<file path="src/rtl/load_store_unit.sv">
// Data-memory access stage: one outstanding load/store, write-back pulse on load.
// Optional busy-timeout abort is enabled by defining LSU_TIMEOUT_EN.
package simple_processor_pkg;
    localparam int ADDR_WIDTH = 16;
    localparam int DATA_WIDTH = 16;
endpackage

module load_store_unit #(
    parameter int ADDR_WIDTH     = simple_processor_pkg::ADDR_WIDTH,
    parameter int DATA_WIDTH     = simple_processor_pkg::DATA_WIDTH,
    parameter int TIMEOUT_CYCLES = 255
) (
    input  logic                  clk_i,
    input  logic                  rst_i,
    input  logic                  req_valid_i,
    input  logic                  req_we_i,
    input  logic [ADDR_WIDTH-1:0] req_addr_i,
    input  logic [DATA_WIDTH-1:0] req_wdata_i,
    input  logic [2:0]            req_rd_addr_i,
    output logic                  req_ready_o,
    output logic                  stall_o,
    output logic                  dmem_req_o,
    output logic                  dmem_we_o,
    output logic [ADDR_WIDTH-1:0] dmem_addr_o,
    output logic [DATA_WIDTH-1:0] dmem_wdata_o,
    input  logic [DATA_WIDTH-1:0] dmem_rdata_i,
    input  logic                  dmem_ack_i,
    output logic                  wb_valid_o,
    output logic [2:0]            wb_rd_addr_o,
    output logic [DATA_WIDTH-1:0] wb_data_o,
    output logic                  err_o
);

    typedef enum logic [1:0] {
        S_IDLE,
        S_BUSY,
        S_DONE
    } state_t;

    state_t                  r_state;
    state_t                  w_next;
    logic                    r_we;
    logic                    r_err;
    logic [ADDR_WIDTH-1:0]   r_addr;
    logic [DATA_WIDTH-1:0]   r_wdata;
    logic [2:0]              r_rd;
    logic [DATA_WIDTH-1:0]   r_wb_data;
    logic [2:0]              r_wb_rd;
    logic                    w_idle;
    logic                    w_busy;
    logic                    w_done;
    logic                    w_accept;
    logic                    w_timeout;

    assign w_idle   = (r_state == S_IDLE);
    assign w_busy   = (r_state == S_BUSY);
    assign w_done   = (r_state == S_DONE);
    assign w_accept = w_idle & req_valid_i;

`ifdef LSU_TIMEOUT_EN
    logic [15:0] r_cnt;

    // Ack in the expiry cycle takes priority over the abort.
    assign w_timeout = w_busy & ~dmem_ack_i &
                       (r_cnt == 16'(TIMEOUT_CYCLES - 1));

    always_ff @(posedge clk_i) begin
        if (rst_i) begin
            r_cnt <= '0;
        end else if (w_accept) begin
            r_cnt <= '0;
        end else if (w_busy && !dmem_ack_i) begin
            r_cnt <= r_cnt + 16'd1;
        end
    end
`else
    logic w_unused_timeout;

    assign w_timeout        = 1'b0;
    assign w_unused_timeout = (TIMEOUT_CYCLES != 0);
`endif

    always_ff @(posedge clk_i) begin
        if (rst_i) begin
            r_state <= S_IDLE;
        end else begin
            r_state <= w_next;
        end
    end

    always_comb begin
        w_next = r_state;
        case (r_state)
            S_IDLE: begin
                if (req_valid_i) begin
                    w_next = S_BUSY;
                end
            end
            S_BUSY: begin
                if (dmem_ack_i || w_timeout) begin
                    w_next = S_DONE;
                end
            end
            S_DONE:  w_next = S_IDLE;
            default: w_next = S_IDLE;
        endcase
    end

    always_ff @(posedge clk_i) begin
        if (rst_i) begin
            r_we      <= 1'b0;
            r_err     <= 1'b0;
            r_addr    <= '0;
            r_wdata   <= '0;
            r_rd      <= '0;
            r_wb_data <= '0;
            r_wb_rd   <= '0;
        end else begin
            if (w_accept) begin
                r_we    <= req_we_i;
                r_addr  <= req_addr_i;
                r_wdata <= req_wdata_i;
                r_rd    <= req_rd_addr_i;
                r_err   <= 1'b0;
            end
            if (w_busy && dmem_ack_i && !r_we) begin
                r_wb_data <= dmem_rdata_i;
                r_wb_rd   <= r_rd;
            end
            if (w_timeout) begin
                r_err <= 1'b1;
            end
        end
    end

    assign req_ready_o  = w_idle;
    assign stall_o      = w_busy | w_accept;
    assign dmem_req_o   = w_busy;
    assign dmem_we_o    = w_busy & r_we;
    assign dmem_addr_o  = r_addr;
    assign dmem_wdata_o = r_wdata;
    assign wb_valid_o   = w_done & ~r_we & ~r_err;
    assign wb_rd_addr_o = r_wb_rd;
    assign wb_data_o    = r_wb_data;
    assign err_o        = w_done & r_err;

endmodule

</file>
<file path="config.mk">
export PLATFORM = sky130hd
export DESIGN_NAME = load_store_unit
export DESIGN_NICKNAME = d
export VERILOG_FILES = /design/src/rtl/load_store_unit.sv
export SDC_FILE = /design/constraint.sdc
export NUM_CORES = 1
export LEC_CHECK = 0
export CAP_MARGIN = 20
export CORE_MARGIN = 2
export CORE_UTILIZATION = 35
export DETAILED_ROUTE_END_ITERATION = 10
export DONT_BUFFER_PORTS = 1
export PLACE_DENSITY_LB_ADDON = 0.2
export SETUP_SLACK_MARGIN = 0.15
export SKIP_CTS_REPAIR_TIMING = 1
export SLEW_MARGIN = 5
export SYNTH_ARGS = -nofsm -noshare
export SYNTH_HDL_FRONTEND = slang
export SYNTH_SLANG_ARGS = --single-unit
export TNS_END_PERCENT = 5
</file>
<file path="constraint.sdc">
create_clock -name clk_i -period 1.4 [get_ports clk_i]
set_clock_uncertainty 0.2 [all_clocks]
set_input_delay 0.28 -clock clk_i [delete_from_list [all_inputs] [get_ports clk_i]]
set_output_delay 0.28 -clock clk_i [all_outputs]
set_load 0.01 [all_outputs]
</file>
==> Word level (Yosys, flattened, before mapping) <==
Cells that the tools add are included.
W data, S select, Z words.
{ "op_classes": {"reduce_logical": 5, "muxes": 3, "eq_ne": 4, "bitwise": 5} }
{ "op_table": {"columns": ["cell", "n"], "rows": [
  ["$mux W2", 2],
  ["$ne A2 B2 Y1 const B", 2],
  ["$pmux W2 S2", 1],
  ["$and A1 B1 Y1", 3],
  ["$eq A2 B1 Y1 const B", 1],
  ["$eq A2 B2 Y1 const B", 1],
  ["$logic_and A1 B1 Y1", 2],
  ["$logic_not A2 Y1", 1],
  ["$reduce_and A2 Y1", 1],
  ["$logic_not A1 Y1", 1],
  ["$not A1 Y1", 1],
  ["$or A1 B1 Y1", 1]
]} }
{ "totals": {"input_bits": 56, "out_inout_bits": 57, "ff_bits": 57} }

==> Depth between registers and ports, before layout <==
{ "logic_depth": {"ltp_word": 3, "depth_mapped": 5, "mapped_depth_nobuf": 2} }

==> Worst setup path before layout <==
OpenSTA, ideal clock, no wires.
{ "synth_path": {"path_kind": "reg-to-output", "from": "register r_state[1]", "to": "output port stall_o", "arrival_ns": 0.907, "path_stages_with_launch": 3, "setup_slack_ns": 0.013, "path_buffers": 0, "path_cell_list": "dfxtp_1 and2b_2 or2_1"} }
{ "synth_lines": {"columns": ["element", "line_no", "source"], "rows": [
  ["start, declared", "40", "state_t r_state;"],
  ["start signal, assigned", "87", "r_state <= w_next;"],
  ["$eq A2 B1 Y1", "56", "assign w_busy = (r_state == S_BUSY);"],
  ["named net dmem_req_o", "22", "output logic dmem_req_o,"],
  ["$or A1 B1 Y1", "137", "assign stall_o = w_busy | w_accept;"],
  ["end, declared", "21", "output logic stall_o,"]
]} }
The timed path passes the listed nets, and every way through them passes these cells.

==> Final worst setup path <==
{ "layout_path": {"from": "register r_state[1]", "to": "output port stall_o"} }
{ "layout_between": {"elab_chain_len": 3} }
{ "layout_rtl": {"columns": ["element", "line_no", "source"], "rows": [
  ["$logic_not A2 Y1", "55", "assign w_idle = (r_state == S_IDLE);"],
  ["$and A1 B1 Y1", "58", "assign w_accept = w_idle & req_valid_i;"],
  ["$or A1 B1 Y1 *", "137", null]
]} }
Mark *: on every way between the ends. The rest lies on a longest branch, timed or not.

==> impl_metrics.env <==
export IMPL_status="complete, but fails checks"
export IMPL_violations="hold timing, setup timing"
export IMPL_clock_latency_ns=0.32
export IMPL_cpPeakStageDelay_ns=0.38
export IMPL_final_cell_count_no_fill=406
export IMPL_antenna_left=0
export IMPL_grt_pass1_vias=1608
export IMPL_area_growth_pct=30.72
export IMPL_dp_cells=337
export IMPL_cts_num_sinks=57
export IMPL_root_buffer="clkbuf_8"
export IMPL_path_class="reg2out"
export IMPL_p_leak_nw=1.320
export IMPL_internal_power_w=0.002736
export IMPL_switchingPower_w=0.0008864
export IMPL_crit_arrival_ns=1.21
export IMPL_grt_max_degree=110
export IMPL_min_period_over_period_pct=120.6
export IMPL_netlist_area_leader_share_pct=44.12
export IMPL_path_max_fanout=7
export IMPL_die_height_um=89.96
export IMPL_fp_row_count=31
export IMPL_wl_met1_mm=2.319
export IMPL_path_clk_slew_ns=0.07
export IMPL_synth_area_leader_cell="dfxtp_1"
export IMPL_wl_per_cell_um=13.39
export IMPL_synth_main_ff_cell="dfxtp_1"
export IMPL_drv_slew=0
export IMPL_worst_ir_drop_vdd_v=0.0006064
export IMPL_path_buf_inv=0
export IMPL_hold_ws_ns=-0.06849
export IMPL_slowest_stage="dfxtp_4"
export IMPL_path_depth=2
export IMPL_seqPwrFrac_pct=50.5
export IMPL_syn_nets=306
export IMPL_synthCells=250
export IMPL_diodes=0
export IMPL_finalSetupViolCount=24
export IMPL_drive_gt1_share_pct=9.446
export IMPL_worst_slack_ns=-0.2881
export IMPL_yosys_warnings=0
export IMPL_hold_viol_final=57
export IMPL_holdCritPathClass="in2reg"
export IMPL_track_usage_pct=12.85
export IMPL_cts_buffers=9
export IMPL_r2r_slack_ns=-0.05
export IMPL_power_density_nw_per_um2=1071
export IMPL_fmax_mhz=592.4
export IMPL_drt_iter0_markers=32
export IMPL_whs_path_depth=1
export IMPL_coreArea_um2=7214
export IMPL_cp_required_ns=0.92
export IMPL_p_comb_share_pct=12.1
export IMPL_synth_area_leaders="dfxtp_1 44%, nand2b_1 26%, mux2i_1 21%, clkbuf_1 1.5%, buf_6 1.3%"
export IMPL_drv_cap=0
export IMPL_rsz0062_at_grt="true"
export IMPL_ys_seq_area_share_pct=44.12
export IMPL_cts_max_level=3
export IMPL_dieWidth_um=89.96
export IMPL_highest_layer="met4"
export IMPL_final_nets=358
export IMPL_first_pass_iters=4
export IMPL_wl_met3_um=387
export IMPL_synth_edf_count=0
export IMPL_dr_wl_met2_mm=2.619
export IMPL_viasPerCell=4.416
export IMPL_tritoncts="yes"
export IMPL_ys_types=19
export IMPL_grt_pass1_wl_mm=8.224
export IMPL_ctsLongestPathBuffers=2
export IMPL_io_pins=113
export IMPL_critPathCaptureType="output port"
export IMPL_ys_ff_latch=57
export IMPL_die_area_um2=8093
export IMPL_vias=1793
export IMPL_r2r_cells=3
export IMPL_drc_errors=0
export IMPL_gp_congestion=0.6432
export IMPL_syn_area_um2=2586
export IMPL_grt_overflow=0
export IMPL_async_reset_ff_share_pct=0
export IMPL_cp_top_family="simple AND/OR/NAND/NOR gates"
export IMPL_swShare_pct=24.47
export IMPL_antenna_found_initial=0
export IMPL_clock_power_share_pct=37.4
export IMPL_initial_utilization_pct=35.85
export IMPL_synth_avg_cell_area_um2=10.34
export IMPL_critPathLaunchType="flop"
export IMPL_min_period_ns=1.688
export IMPL_drt_total_wl_mm=5.438
export IMPL_crit_chain="and2b_2, or2_4"
export IMPL_io_buffer_count=0
-- stage by stage --
stage	TNS, ns	area [um2]	util (%)	setup slack [ns]	total power [W]
2_1_floorplan	0	2595	-	0.08320	0.002155
3_3_place_gp	0	2665	36.94	0.03820	0.002180
3_5_place_dp	-0.1082	2665	36.94	-0.02165	0.002187
4_1_cts	-1.615	2839	39.35	-0.3413	0.003596
5_1_grt	-3.924	3381	46.86	-0.3366	0.003832
6_report	-1.390	3381	46.86	-0.2881	0.003622
-- cell families after synthesis --
group	synth area share, %
simple gates	29.37
flops	44.12
mux	21.29
buf+inv	4.693
compound gates	0.3870
other cells	0.1450
-- cell type report --
cell class,instances,area (um2)
flip-flops and latches,57,1147
repair buffers,60,599.3
fillers,673,3834
clock inverters,3,15.01
multi-input cells,174,1336
clock buffers,13,158.9
well taps,99,123.9
-- worst reg2reg max path: stages (launching register included) --
cell and delay, ns:
dfxtp_4 0.37, nor3b_4 0.29, buf_4 0.31, mux2i_1 0.21
-- path summary, 6_finish.rpt --
check,endpoint,from
max,stall_o,r_state[1]
min,r_state[0],rst_i
max reg2reg,dmem_wdata_o[8],r_state[1]
min reg2reg,r_rd[2],r_rd[2]
-- layout by cell type (no fill, tap or decap), types with 2 or more instances in the layout --
cell / netlist / layout
nor3b_1: 2 / 2
buf_4: 2 / 5
dfxtp_1: 57 / 54
dlygate4sd3_1: 0 / 53
mux2i_1: 55 / 54
clkinv_2: 0 / 3
clkbuf_1: 10 / 2
dfxtp_2: 0 / 2
nand2b_1: 107 / 107
clkbuf_8: 0 / 11
-- cell usage after synthesis, types with 2 or more instances --
| cell | instances |
|---|---|
| mux2i_1 | 55 |
| buf_2 | 3 |
| dfxtp_1 | 57 |
| buf_6 | 3 |
| nor3b_1 | 2 |
| nand2b_1 | 107 |
| clkbuf_1 | 10 |
| buf_4 | 2 |
-- metal layers --
layer | GRT usage (%) | up-vias
met1 | 15.22 | 814
met3 | 5.784 | 11
met5 | 0 | -
met4 | 6.923 | 0
li1 | - | 904
met2 | 19.51 | 64
-- registers in the layout, indices dropped and copies added, names as in the netlist --
| signal | count |
|---|---|
| r_state | 2 |
| r_we | 1 |
| dmem_wdata_o | 16 |
| wb_data_o | 16 |
| dmem_addr_o | 16 |
| wb_rd_addr_o | 3 |
| r_rd | 3 |
-- power by group through the flow --
stage	Sequential, W	Clock, W	Combinational (W)
2_1_floorplan	0.00184	0	0.000311
3_3_place_gp	0.00187	0	0.000314
3_5_place_dp	0.00187	0	0.000322
4_1_cts	0.00183	0.00144	0.000322
5_1_grt	0.00184	0.00151	0.000480
6_report	0.00183	0.00136	0.000439
Power figures use the tool's default switching activity.
